### config.mk
export PLATFORM = sky130hd
export DESIGN_NAME = dpb_mc_flat
export DESIGN_NICKNAME = d
export VERILOG_FILES = /design/src/rtl/dpb_pkg.sv /design/src/rtl/dpb_mc_if.sv /design/src/rtl/dpb_rr_arb.sv /design/src/rtl/dpb_mc.sv /design/src/flat_wrapper.sv
export SDC_FILE = /design/constraint.sdc
export NUM_CORES = 1
export LEC_CHECK = 0
export CORE_ASPECT_RATIO = 1.5
export CORE_UTILIZATION = 39
export CTS_CLUSTER_DIAMETER = 30
export DETAILED_ROUTE_END_ITERATION = 10
export PLACE_DENSITY_LB_ADDON = 0.25
export SETUP_SLACK_MARGIN = 0.05
export SYNTH_ARGS = -nofsm -noshare
export SYNTH_HDL_FRONTEND = slang
export SYNTH_SLANG_ARGS = --single-unit
### constraint.sdc
create_clock -name clk -period 7.5 [get_ports clk]
set_input_delay 1.5 -clock clk [delete_from_list [all_inputs] [get_ports clk]]
set_output_delay 1.5 -clock clk [all_outputs]
set_load 0.05 [all_outputs]
### src/rtl/dpb_pkg.sv
// Shared types and width helpers for the dirty pointer broker.
//   dpb_fsm_e : refill FSM states
//   ptr_t     : pointer type at the default pointer width
//   occ_w()   : width of a fill-level counter for a given FIFO depth
//   idx_w()   : width of an index into N entries (at least 1 bit)
package dpb_pkg;

  localparam int unsigned PTR_W_DEF = 16;

  typedef enum logic [1:0] {
    IDLE,
    REQ,
    WAIT
  } dpb_fsm_e;

  typedef logic [PTR_W_DEF-1:0] ptr_t;

  function automatic int unsigned occ_w(input int unsigned depth);
    return $clog2(depth + 1);
  endfunction

  function automatic int unsigned idx_w(input int unsigned n);
    return (n > 1) ? $clog2(n) : 1;
  endfunction

endpackage

### src/rtl/dpb_mc_if.sv
// PFS and client-side handshake bundle of the dirty pointer broker.
//   pfs_req_valid/ready : burst request to PFS
//   pfs_ptr_valid/ptr   : pointers returned by PFS
//   cli_req             : level request per client
//   cli_gnt/cli_ptr     : one-hot grant and the delivered pointer
// master = broker side, slave = PFS/client side.
interface dpb_mc_if import dpb_pkg::*; #(
  parameter int unsigned N_CLIENTS = 2,
  parameter int unsigned PTR_W     = PTR_W_DEF
) ();

  logic                 pfs_req_valid;
  logic                 pfs_req_ready;
  logic                 pfs_ptr_valid;
  logic [PTR_W-1:0]     pfs_ptr;
  logic [N_CLIENTS-1:0] cli_req;
  logic [N_CLIENTS-1:0] cli_gnt;
  logic [PTR_W-1:0]     cli_ptr;

  modport master (
    output pfs_req_valid, cli_gnt, cli_ptr,
    input  pfs_req_ready, pfs_ptr_valid, pfs_ptr, cli_req
  );

  modport slave (
    input  pfs_req_valid, cli_gnt, cli_ptr,
    output pfs_req_ready, pfs_ptr_valid, pfs_ptr, cli_req
  );

endinterface

### src/rtl/dpb_rr_arb.sv
// Round-robin arbiter over N_CLIENTS requesters.
//   clk, rst_n : clock, synchronous active-low reset
//   req        : request vector
//   advance    : a grant was taken; rotate priority past the winner
//   gnt_c      : combinational one-hot grant (zero when req is zero)
module dpb_rr_arb import dpb_pkg::*; #(
  parameter int unsigned N_CLIENTS = 2
) (
  input  logic                 clk,
  input  logic                 rst_n,
  input  logic [N_CLIENTS-1:0] req,
  input  logic                 advance,
  output logic [N_CLIENTS-1:0] gnt_c
);

  localparam int unsigned IDX_W = idx_w(N_CLIENTS);

  logic [IDX_W-1:0] prio;
  logic [IDX_W-1:0] win;
  logic             found;
  int unsigned      idx;

  // First requester at or after the priority pointer, wrapping around.
  always_comb begin
    gnt_c = '0;
    win   = prio;
    found = 1'b0;
    idx   = 0;
    for (int unsigned i = 0; i < N_CLIENTS; i++) begin
      idx = (32'(prio) + i) % N_CLIENTS;
      if (!found && req[idx]) begin
        found = 1'b1;
        win   = IDX_W'(idx);
      end
    end
    if (found) gnt_c[win] = 1'b1;
  end

  // Priority register: next search starts one past the last winner.
  always_ff @(posedge clk) begin
    if (!rst_n) begin
      prio <= '0;
    end else if (advance) begin
      prio <= (32'(win) == N_CLIENTS - 1) ? '0 : win + IDX_W'(1);
    end
  end

endmodule

### src/rtl/dpb_mc.sv
// Multi-client dirty pointer broker: refills a local FIFO from PFS in
// REQ_BURST-sized bursts and hands pointers to clients round-robin.
//   clk, rst_n : clock, synchronous active-low reset
//   cfg_en     : allow new refill requests
//   cfg_low_wm : refill when occupancy drops below this level
//   bus        : PFS request/return and client request/grant bundle
//   occupancy  : current FIFO fill level
//   err_unexp  : sticky, pointer seen with no burst outstanding
module dpb_mc import dpb_pkg::*; #(
  parameter int unsigned N_CLIENTS = 2,
  parameter int unsigned PTR_W     = PTR_W_DEF,
  parameter int unsigned DEPTH     = 16,
  parameter int unsigned REQ_BURST = 4
) (
  input  logic                       clk,
  input  logic                       rst_n,
  input  logic                       cfg_en,
  input  logic [$clog2(DEPTH+1)-1:0] cfg_low_wm,
  dpb_mc_if.master                   bus,
  output logic [$clog2(DEPTH+1)-1:0] occupancy,
  output logic                       err_unexp
);

  localparam int unsigned OCC_W = occ_w(DEPTH);
  localparam int unsigned AW    = idx_w(DEPTH);
  localparam int unsigned RX_W  = $clog2(REQ_BURST + 1);

  dpb_fsm_e             state, state_nxt;
  logic [RX_W-1:0]      rx_cnt, rx_cnt_nxt;
  logic [PTR_W-1:0]     mem [DEPTH];
  logic [AW-1:0]        wr_idx, rd_idx;
  logic [N_CLIENTS-1:0] arb_gnt_c;
  logic                 hs_c, push_c, pop_c, unexp_c, empty_c, full_c, refill_ok_c;

  // A pointer is accepted only inside a burst, including the handshake cycle.
  assign hs_c        = (state == REQ) && bus.pfs_req_ready;
  assign push_c      = bus.pfs_ptr_valid && ((state == WAIT) || hs_c);
  assign unexp_c     = bus.pfs_ptr_valid && !push_c;
  assign empty_c     = (occupancy == '0);
  assign full_c      = (32'(occupancy) == DEPTH);
  assign pop_c       = !empty_c && (|bus.cli_req);
  assign refill_ok_c = (32'(occupancy) < 32'(cfg_low_wm)) &&
                       (32'(occupancy) + REQ_BURST <= DEPTH);

  // Refill FSM next state.
  always_comb begin
    state_nxt  = state;
    rx_cnt_nxt = rx_cnt;
    unique case (state)
      IDLE: if (cfg_en && refill_ok_c) state_nxt = REQ;
      REQ: begin
        if (bus.pfs_req_ready) begin
          rx_cnt_nxt = push_c ? RX_W'(1) : '0;
          state_nxt  = (push_c && (REQ_BURST == 1)) ? IDLE : WAIT;
        end
      end
      WAIT: begin
        if (push_c) begin
          rx_cnt_nxt = rx_cnt + RX_W'(1);
          if (32'(rx_cnt) + 1 == REQ_BURST) state_nxt = IDLE;
        end
      end
      default: state_nxt = IDLE;
    endcase
  end

  // FSM state and registered request.
  always_ff @(posedge clk) begin
    if (!rst_n) begin
      state             <= IDLE;
      rx_cnt            <= '0;
      bus.pfs_req_valid <= 1'b0;
    end else begin
      state             <= state_nxt;
      rx_cnt            <= rx_cnt_nxt;
      bus.pfs_req_valid <= (state_nxt == REQ);
    end
  end

  // FIFO storage, not reset.
  always_ff @(posedge clk) begin
    if (push_c) mem[wr_idx] <= bus.pfs_ptr;
  end

  // FIFO indices and fill level.
  always_ff @(posedge clk) begin
    if (!rst_n) begin
      wr_idx    <= '0;
      rd_idx    <= '0;
      occupancy <= '0;
    end else begin
      if (push_c) wr_idx <= (32'(wr_idx) == DEPTH - 1) ? '0 : wr_idx + AW'(1);
      if (pop_c)  rd_idx <= (32'(rd_idx) == DEPTH - 1) ? '0 : rd_idx + AW'(1);
      occupancy <= occupancy + OCC_W'(push_c) - OCC_W'(pop_c);
    end
  end

  // Grant output; pointer holds between grants.
  always_ff @(posedge clk) begin
    if (!rst_n) begin
      bus.cli_gnt <= '0;
      bus.cli_ptr <= '0;
      err_unexp   <= 1'b0;
    end else begin
      bus.cli_gnt <= pop_c ? arb_gnt_c : '0;
      if (pop_c)   bus.cli_ptr <= mem[rd_idx];
      if (unexp_c) err_unexp   <= 1'b1;
    end
  end

  dpb_rr_arb #(.N_CLIENTS(N_CLIENTS)) u_arb (
    .clk     (clk),
    .rst_n   (rst_n),
    .req     (bus.cli_req),
    .advance (pop_c),
    .gnt_c   (arb_gnt_c)
  );

  a_no_overflow: assert property (@(posedge clk) disable iff (!rst_n) !(push_c && full_c));

endmodule
### src/flat_wrapper.sv
// flat-port wrapper written by rule: the top's interface ports become plain ports
module dpb_mc_flat import dpb_pkg::*;
#(
  parameter int unsigned N_CLIENTS = 2,
  parameter int unsigned PTR_W     = PTR_W_DEF,
  parameter int unsigned DEPTH     = 16,
  parameter int unsigned REQ_BURST = 4
)
  (clk, rst_n, cfg_en, cfg_low_wm, occupancy, err_unexp, bus_pfs_req_valid, bus_cli_gnt, bus_cli_ptr, bus_pfs_req_ready, bus_pfs_ptr_valid, bus_pfs_ptr, bus_cli_req);
  dpb_mc_if #(.N_CLIENTS(N_CLIENTS), .PTR_W(PTR_W)) bus_i ();
  input  logic clk;
  input  logic rst_n;
  input  logic cfg_en;
  input  logic [$clog2(DEPTH+1)-1:0] cfg_low_wm;
  output logic [$clog2(DEPTH+1)-1:0] occupancy;
  output logic err_unexp;
  output wire logic [$bits(bus_i.pfs_req_valid)-1:0] bus_pfs_req_valid;
  output wire logic [$bits(bus_i.cli_gnt)-1:0] bus_cli_gnt;
  output wire logic [$bits(bus_i.cli_ptr)-1:0] bus_cli_ptr;
  input wire logic [$bits(bus_i.pfs_req_ready)-1:0] bus_pfs_req_ready;
  input wire logic [$bits(bus_i.pfs_ptr_valid)-1:0] bus_pfs_ptr_valid;
  input wire logic [$bits(bus_i.pfs_ptr)-1:0] bus_pfs_ptr;
  input wire logic [$bits(bus_i.cli_req)-1:0] bus_cli_req;
  assign bus_pfs_req_valid = bus_i.pfs_req_valid;
  assign bus_cli_gnt = bus_i.cli_gnt;
  assign bus_cli_ptr = bus_i.cli_ptr;
  assign bus_i.pfs_req_ready = bus_pfs_req_ready;
  assign bus_i.pfs_ptr_valid = bus_pfs_ptr_valid;
  assign bus_i.pfs_ptr = bus_pfs_ptr;
  assign bus_i.cli_req = bus_cli_req;
  dpb_mc #(.N_CLIENTS(N_CLIENTS), .PTR_W(PTR_W), .DEPTH(DEPTH), .REQ_BURST(REQ_BURST)) u_core (.clk(clk), .rst_n(rst_n), .cfg_en(cfg_en), .cfg_low_wm(cfg_low_wm), .bus(bus_i), .occupancy(occupancy), .err_unexp(err_unexp));
endmodule
==> metrics.log, run 1 <==
INFO  metric run_status = completed
INFO  metric finalHoldViolations = 0
INFO  metric die-width = 144 um
INFO  metric syn_area_per_cell = 17.4 sq um
INFO  metric io_buffer_count = 52
INFO  metric first_pass_iters = 5
INFO  metric postSynthCellCount = 678
INFO  metric criticalPathCategory = primary input to flip-flop
INFO  metric avgViaCountPerCell = 5.30
INFO  metric die_ar = 0.0310 sq mm
INFO  metric place.detailed.hpwl = 15.9 mm
INFO  metric total_of_hold_buffers_inserted_after_clock_tree_synthesis = 0
INFO  metric post-route-min-period = 3.96 ns
INFO  metric cts_inserted_buffers = 39
INFO  metric clockBufferDepth = 3
INFO  metric global_route.usage.total = 17.0%
INFO  metric yosys_warnings = 0
INFO  metric sinks_on_clock_net = 295
INFO  metric number_of_synthesized_register_bits = 295
INFO  metric antenna_violation_net_count_after_detailed_routing = 0
INFO  metric core_area = 0.0297 sq mm
INFO  metric layout.cells.most_common = sky130_fd_sc_hd__edfxtp_1
INFO  metric cts.reportedPaths.clkPinSlew = 0.05 ns
INFO  metric synth_cell_types = 54
INFO  metric overflow = 0
INFO  metric clock_latency = 0.52 ns
INFO  metric pin_count = 53
INFO  metric floorplan.initialDensity = 39.8%
INFO  metric dp_worst_setup_slack = 3.08 ns
INFO  metric vias = 6244
INFO  metric worst_slack = 3.54 ns
INFO  metric grt_max_degree = 60
INFO  metric switching_power = 1.40 mW
INFO  metric setup.worst_path.end_class = flip-flop
INFO  metric drive_gt1_share = 20.1%
INFO  metric cellLeakagePower = 4.59 nW
INFO  metric final.fill_count = 2554
INFO  metric async_reset_ff_share = 0%
INFO  metric first_global_vias = 6655
INFO  metric detailed_route_wl = 25.0 mm
INFO  metric stdcell_area = 0.0141 sq mm
INFO  metric cts.root.buffer_cell = sky130_fd_sc_hd__clkbuf_16
INFO  metric mappedNetlistNets = 727
INFO  metric drc = 0
INFO  metric post_cts_buffers = 0
INFO  metric gp_congestion = 0.788
INFO  metric final_cell_mix = 256 x sky130_fd_sc_hd__edfxtp_1, 67 x sky130_fd_sc_hd__mux2i_1, 52 x sky130_fd_sc_hd__clkdlybuf4s50_1, 41 x sky130_fd_sc_hd__clkbuf_16, 36 x sky130_fd_sc_hd__dfxtp_1
INFO  metric cts_resized = 0
INFO  metric finalClockSkew = 0.0161 ns
INFO  metric power_report.internal_total = 3.41 mW
INFO  metric share_clk_of_total_power = 38.9%
INFO  metric nNetsFinal = 802
INFO  metric grt_first_pass_wirelength = 38.5 mm
INFO  metric power.share.switching = 29.1%
INFO  metric period_share = 52.9%
INFO  metric cap_viol_max_count = 0
INFO  metric finalSetupTns = 0 ns
INFO  metric dpl-instance-area = 0.0128 sq mm
INFO  metric timing.critical_path.required = 7.90 ns
INFO  metric power_density = 341 mW/mm^2
INFO  metric n_antenna_cell = 0
INFO  metric dr.first_iter.drc_count = 439
INFO  metric worstPathMaxFanout = 22
INFO  metric synth.cell_area = 0.0118 sq mm
INFO  metric synth_flop_cell = sky130_fd_sc_hd__edfxtp_1
INFO  metric hold-worst-slack = 0.494 ns
INFO  metric startpoint_type_of_the_worst_setup_path = primary input
INFO  metric tightestPinTransition = 1.22 ns
INFO  metric cts_tree = built
INFO  metric seqPwrFrac = 40.3%
INFO  metric clock.fmax = 252 MHz
INFO  metric setup_repair_after_global_routing_missed_its_margin = false
INFO  metric finish.utilization = 47.6%
INFO  metric routedWlPerCell = 21.2 um
INFO  metric area_growth = 19.4%
INFO  metric power.share.combinational = 20.8%
INFO  metric relSlewSlack = 18.3%
INFO  metric number_of_pins_with_negative_max_slew_slack_in_the_final_report = 0
INFO  metric floorplan.rows = 77
INFO  metric grt_antenna_before_repair = 0
INFO  metric worst-endpoint-arrival = 4.36 ns
INFO  metric synth_edf_count = 256
INFO  metric ir_drop = 0.131 mV
INFO  metric htree_num_levels = 2
INFO  metric synth-seq-area-share = 71.6%
INFO  metric dieHeight = 215 um
INFO  metric hp-class = flip-flop to flip-flop
INFO  metric setup-violations-final = 0
[cells in the mapped netlist (2+ instances only)]
cell type	instances	area (sq um)
sky130_fd_sc_hd__ha_1	20	250
sky130_fd_sc_hd__mux2_2	2	22.5
sky130_fd_sc_hd__o22ai_1	20	125
sky130_fd_sc_hd__and2_1	5	31.3
sky130_fd_sc_hd__a21oi_2	10	87.6
sky130_fd_sc_hd__and3_1	3	18.8
sky130_fd_sc_hd__buf_2	10	50.1
sky130_fd_sc_hd__nand3b_1	3	22.5
sky130_fd_sc_hd__inv_2	2	7.51
sky130_fd_sc_hd__nor3_1	19	95.1
sky130_fd_sc_hd__a31oi_1	3	18.8
sky130_fd_sc_hd__nor2b_1	8	50.1
sky130_fd_sc_hd__mux4_2	32	721
sky130_fd_sc_hd__mux2i_1	67	671
sky130_fd_sc_hd__a21boi_1	3	22.5
sky130_fd_sc_hd__a22oi_1	16	120
sky130_fd_sc_hd__a21oi_1	11	55.1
sky130_fd_sc_hd__nand3_1	6	30.0
sky130_fd_sc_hd__o21ai_0	18	90.1
sky130_fd_sc_hd__nand2b_1	6	37.5
sky130_fd_sc_hd__nand2_1	18	67.6
sky130_fd_sc_hd__nor3b_1	2	15.0
sky130_fd_sc_hd__a21boi_0	6	45.0
sky130_fd_sc_hd__buf_4	7	52.6
sky130_fd_sc_hd__dfxtp_1	39	781
sky130_fd_sc_hd__nor2_1	17	63.8
sky130_fd_sc_hd__buf_6	10	113
sky130_fd_sc_hd__clkbuf_1	7	26.3
sky130_fd_sc_hd__o22ai_2	10	125
sky130_fd_sc_hd__edfxtp_1	256	7690
sky130_fd_sc_hd__inv_1	17	63.8
sky130_fd_sc_hd__xnor2_1	3	26.3
[critical path: stages]
cell and delay, ns:
sky130_fd_sc_hd__clkdlybuf4s50_1 0.51, sky130_fd_sc_hd__nor2_1 0.09, sky130_fd_sc_hd__or2_4 0.36, sky130_fd_sc_hd__inv_2 0.36
sky130_fd_sc_hd__ha_1 0.31, sky130_fd_sc_hd__inv_1 0.06, sky130_fd_sc_hd__ha_1 0.16, sky130_fd_sc_hd__inv_1 0.05
sky130_fd_sc_hd__fa_1 0.37, sky130_fd_sc_hd__nand2b_1 0.19, sky130_fd_sc_hd__a21oi_1 0.19, sky130_fd_sc_hd__or3_1 0.12
sky130_fd_sc_hd__a21boi_0 0.07
[metal layers]
metal,vias up,GRT usage (%),routed length (um)
li1,2837,-,-
met1,3217,19.7,9770
met2,148,30.8,13600
met3,42,2.81,1010
met4,0,6.39,637
met5,-,0,0
[logic make-up after synthesis]
kind of cell / count (synthesis) / share of synthesized area (%)
buffers and inverters: 53 / 2.65
flip-flops: 295 / 71.6
adder cells (fa/ha/maj): 21 / 2.29
multiplexers: 101 / 12.0
AO/OA/AOI/OAI: 110 / 6.91
AND/OR/NAND/NOR: 94 / 4.28
XOR/XNOR: 4 / 0.296
[metrics by stage]
step                total power, mW  std cells
floorplan                      2.70        678
global placement               2.96       1107
detailed placement             2.98       1107
CTS                            4.85       1178
global route                   5.00       1178
finish                         4.81       1178
[final timing paths]
| kind | from | end | slack, ns | cells past startpoint |
|---|---|---|---|---|
| setup reg to reg | u_core.occupancy[2] | u_core.occupancy[4] | 4.20 | 14 |
| hold / removal | u_core.bus.cli_ptr[4] | u_core.bus.cli_ptr[4] | 0.49 | 2 |
| hold reg to reg | u_core.bus.cli_ptr[4] | u_core.bus.cli_ptr[4] | 0.49 | 2 |
| setup / recovery | bus_cli_req[1] | u_core.occupancy[4] | 3.54 | 13 |
[sequential cells by signal, indices dropped and copies added, names as in the netlist, 2 cells and up]
| register | flops |
|---|---|
| u_core.bus.cli_gnt | 2 |
| u_core.bus.cli_ptr | 16 |
| u_core.mem | 256 |
| u_core.occupancy | 5 |
| u_core.rd_idx | 4 |
| u_core.rx_cnt | 3 |
| u_core.state | 2 |
| u_core.wr_idx | 4 |
[power by group through the flow]
stage / Combinational [mW] / Sequential [mW] / Clock, mW
3_3_place_gp: 0.983 / 1.97 / 0
3_5_place_dp: 1.00 / 1.98 / 0
5_1_grt: 1.07 / 1.95 / 1.97
4_1_cts: 1.01 / 1.94 / 1.90
2_1_floorplan: 0.596 / 2.11 / 0
6_report: 0.999 / 1.94 / 1.87
[final cells by class]
class	instances	area [sq um]	area share, %
clock inverters	25	294	2.08
repair buffers	68	641	4.54
clock buffers	46	1060	7.55
well taps	395	494	3.50
multi-input cells	330	3070	21.8
flip-flops and latches	295	8470	60.1
inverters	19	71.3	0.505
(Power assumes the default switching activity.)
==> run 2, diff against run 1 <==
==> constraint.sdc (replaced) <==
create_clock -name clk -period 4 [get_ports clk]
set_input_delay 0.8 -clock clk [delete_from_list [all_inputs] [get_ports clk]]
set_output_delay 0.8 -clock clk [all_outputs]
set_load 0.05 [all_outputs]
==> run 2 against run 1 <==
  * Global-route usage grew 0.45 points
  * Highest routed layer unchanged
  * Wire length increased by 2.5%
  * Sequential share of layout area shrank 0.63 points
  * Non-clock buffer count up 13
  * First-iteration DRC count up 5.2%
  * Final area rose by 1.1%
  * Setup slack worse by 2.5 ns
  * Critical path depth is the same
==> metrics.log, run 2 (synthesized netlist as in run 1, its figures left out) <==
INFO  metric switching_power = 2.62 mW (was 1.40 mW)
INFO  metric nNetsFinal = 815 (was 802)
INFO  metric clockBufferDepth = 3 (unchanged)
INFO  metric post_cts_buffers = 0 (unchanged)
INFO  metric finalSetupTns = 0 ns (unchanged)
INFO  metric worst-endpoint-arrival = 3.36 ns (was 4.36 ns)
INFO  metric htree_num_levels = 2 (unchanged)
INFO  metric global_route.usage.total = 17.4% (was 17.0%)
INFO  metric n_antenna_cell = 0 (unchanged)
INFO  metric area_growth = 20.6% (was 19.4%)
INFO  metric total_of_hold_buffers_inserted_after_clock_tree_synthesis = 0 (unchanged)
INFO  metric place.detailed.hpwl = 16.1 mm (was 15.9 mm)
INFO  metric cellLeakagePower = 4.69 nW (was 4.59 nW)
INFO  metric dp_worst_setup_slack = 0.515 ns (was 3.08 ns)
INFO  metric power_consumption = 9.18 mW (was 4.81 mW)
INFO  metric worstPathMaxFanout = 22 (unchanged)
INFO  metric core_area = 0.0297 sq mm (unchanged)
INFO  metric grt_antenna_before_repair = 0 (unchanged)
INFO  metric run_status = completed (unchanged)
INFO  metric antenna_violation_net_count_after_detailed_routing = 0 (unchanged)
INFO  metric die_ar = 0.0310 sq mm (unchanged)
INFO  metric cts.reportedPaths.clkPinSlew = 0.06 ns (was 0.05 ns)
INFO  metric io_buffer_count = 52 (unchanged)
INFO  metric finalClockSkew = 0.0179 ns (was 0.0161 ns)
INFO  metric first_pass_iters = 5 (unchanged)
INFO  metric timing.critical_path.required = 4.41 ns (was 7.90 ns)
INFO  metric setup-violations-final = 0 (unchanged)
INFO  metric gp_congestion = 0.811 (was 0.788)
INFO  metric cts_tree = built (unchanged)
INFO  metric first_global_vias = 6777 (was 6655)
INFO  metric tightestPinTransition = 0.984 ns (was 1.22 ns)
INFO  metric floorplan.initialDensity = 39.8% (unchanged)
INFO  metric power.share.combinational = 20.2% (was 20.8%)
INFO  metric wl_met1 = 10.1 mm (was 9.77 mm)
INFO  metric grt_first_pass_wirelength = 39.6 mm (was 38.5 mm)
INFO  metric biggestRegsByFlops = u_core.mem x256, u_core.bus.cli_ptr x16, u_core.occupancy x5 (unchanged)
INFO  metric relSlewSlack = 34.2% (was 18.3%)
INFO  metric cts.root.buffer_cell = sky130_fd_sc_hd__clkbuf_16 (unchanged)
INFO  metric final_cell_mix = 256 x sky130_fd_sc_hd__edfxtp_1, 67 x sky130_fd_sc_hd__mux2i_1, 52 x sky130_fd_sc_hd__clkdlybuf4s50_1, 41 x sky130_fd_sc_hd__clkbuf_16, 36 x sky130_fd_sc_hd__dfxtp_1 (unchanged)
INFO  metric detailed_route_wl = 25.6 mm (was 25.0 mm)
INFO  metric routed_wire_length_on_met3 = 1.13 mm (was 1.01 mm)
INFO  metric power_report.internal_total = 6.56 mW (was 3.41 mW)
INFO  metric final.fill_count = 2510 (was 2554)
INFO  metric share_clk_of_total_power = 39.9% (was 38.9%)
INFO  metric cts_resized = 0 (unchanged)
INFO  metric dieHeight = 215 um (unchanged)
INFO  metric setup.worst_path.end_class = flip-flop (unchanged)
INFO  metric finalHoldViolations = 0 (unchanged)
INFO  metric seqPwrFrac = 39.9% (was 40.3%)
INFO  metric clock.fmax = 338 MHz
INFO  metric layout.cells.most_common = sky130_fd_sc_hd__edfxtp_1 (unchanged)
INFO  metric overflow = 0 (unchanged)
INFO  metric drive_gt1_share = 21.1% (was 20.1%)
INFO  metric clock_latency = 0.52 ns (about the same)
INFO  metric floorplan.rows = 77 (unchanged)
INFO  metric dr.first_iter.drc_count = 462 (was 439)
INFO  metric cap_viol_max_count = 0 (unchanged)
INFO  metric largest_register_ff_count = 256 (unchanged)
INFO  metric drc = 0 (unchanged)
INFO  metric avgViaCountPerCell = 5.35 (was 5.30)
INFO  metric worst_slack = 1.04 ns (was 3.54 ns)
INFO  metric startpoint_type_of_the_worst_setup_path = primary input (unchanged)
INFO  metric grt_max_degree = 53 (was 60)
INFO  metric top_layer = met4 (unchanged)
INFO  metric ir_drop = 0.282 mV (was 0.131 mV)
INFO  metric pin_count = 53 (unchanged)
INFO  metric cts_inserted_buffers = 39 (unchanged)
INFO  metric setup_repair_after_global_routing_missed_its_margin = false (unchanged)
INFO  metric criticalPathCategory = primary input to flip-flop (unchanged)
INFO  metric number_of_pins_with_negative_max_slew_slack_in_the_final_report = 0 (unchanged)
INFO  metric sinks_on_clock_net = 295 (unchanged)
INFO  metric routedWlPerCell = 21.6 um (was 21.2 um)
INFO  metric power_density = 644 mW/mm^2 (was 341 mW/mm^2)
INFO  metric hp-class = flip-flop to flip-flop (unchanged)
INFO  metric vias = 6371 (was 6244)
INFO  metric die-width = 144 um (unchanged)
INFO  metric post-route-min-period = 2.96 ns
INFO  metric period_share = 73.9%
INFO  metric regMostFlops = u_core.mem (unchanged)
INFO  metric power.share.switching = 28.5% (was 29.1%)
INFO  metric wl_met2 = 13.6 mm (about the same)
[run 2: changes by cell type in the layout (fill, tap and decap cells not counted), sizes merged]
cell,change
buf,+13
bufinv,+3
clkbuf,-1
clkinv,-5
clkinvlp,-2
inv,+4
[run 2: path summary, 6_finish.rpt]
kind,cells past startpoint,from,to,slack (ns)
max reg2reg,14,u_core.occupancy[2],u_core.occupancy[4],1.05
min reg2reg,2,u_core.err_unexp,u_core.err_unexp,0.49
max,13,bus_cli_req[1],u_core.occupancy[4],1.04
min,2,u_core.err_unexp,u_core.err_unexp,0.49
[run 2: layer usage]
| layer | global-route usage (%) | vias to the layer above |
|---|---|---|
| met2 | 31.2 | 163 |
| met5 | 0 | - |
| met4 | 6.88 | 0 |
| li1 | - | 2863 |
| met1 | 20.3 | 3298 |
| met3 | 3.10 | 47 |
[run 2: area by class of cell]
cell class                      count  area [sq um]  area share (%)
Timing Repair Buffer               81           751            5.26
Multi-Input combinational cell    330          3070            21.5
Clock buffer                       45          1050            7.37
Tap cell                          395           494            3.47
Clock inverter                     25           347            2.43
Sequential cell                   295          8470            59.4
Inverter                           19          71.3           0.500
[run 2: critical path, stage by stage]
cell and delay, ns:
sky130_fd_sc_hd__clkdlybuf4s50_1 0.44, sky130_fd_sc_hd__nor2_1 0.23, sky130_fd_sc_hd__or2_4 0.37, sky130_fd_sc_hd__inv_2 0.06, sky130_fd_sc_hd__ha_1 0.28, sky130_fd_sc_hd__inv_1 0.06, sky130_fd_sc_hd__ha_1 0.15, sky130_fd_sc_hd__inv_1 0.06
sky130_fd_sc_hd__fa_1 0.38, sky130_fd_sc_hd__nand2b_1 0.17, sky130_fd_sc_hd__a21oi_1 0.17, sky130_fd_sc_hd__or3_1 0.12, sky130_fd_sc_hd__a21boi_0 0.06
[run 2: power groups by stage]
stage,Sequential (mW),Combinational (mW),Clock [mW]
CTS,3.67,1.87,3.74
finish,3.67,1.85,3.66
detailed placement,3.73,1.87,0
floorplan,3.95,1.12,0
global placement,3.73,1.84,0
global route,3.69,1.99,3.87
[run 2: per-stage QoR]
| step | hold WS (ns) | cell area [sq um] | util, % | instances |
|---|---|---|---|---|
| 3_3_place_gp | 0.475 | 12900 | 43.3 | 1120 |
| 4_1_cts | 0.504 | 14300 | 48.1 | 1190 |
| 5_1_grt | 0.533 | 14300 | 48.1 | 1190 |
| 2_1_floorplan | 0.487 | 11800 | - | 678 |
| 6_report | 0.494 | 14300 | 48.1 | 1190 |
| 3_5_place_dp | 0.491 | 12900 | 43.3 | 1120 |
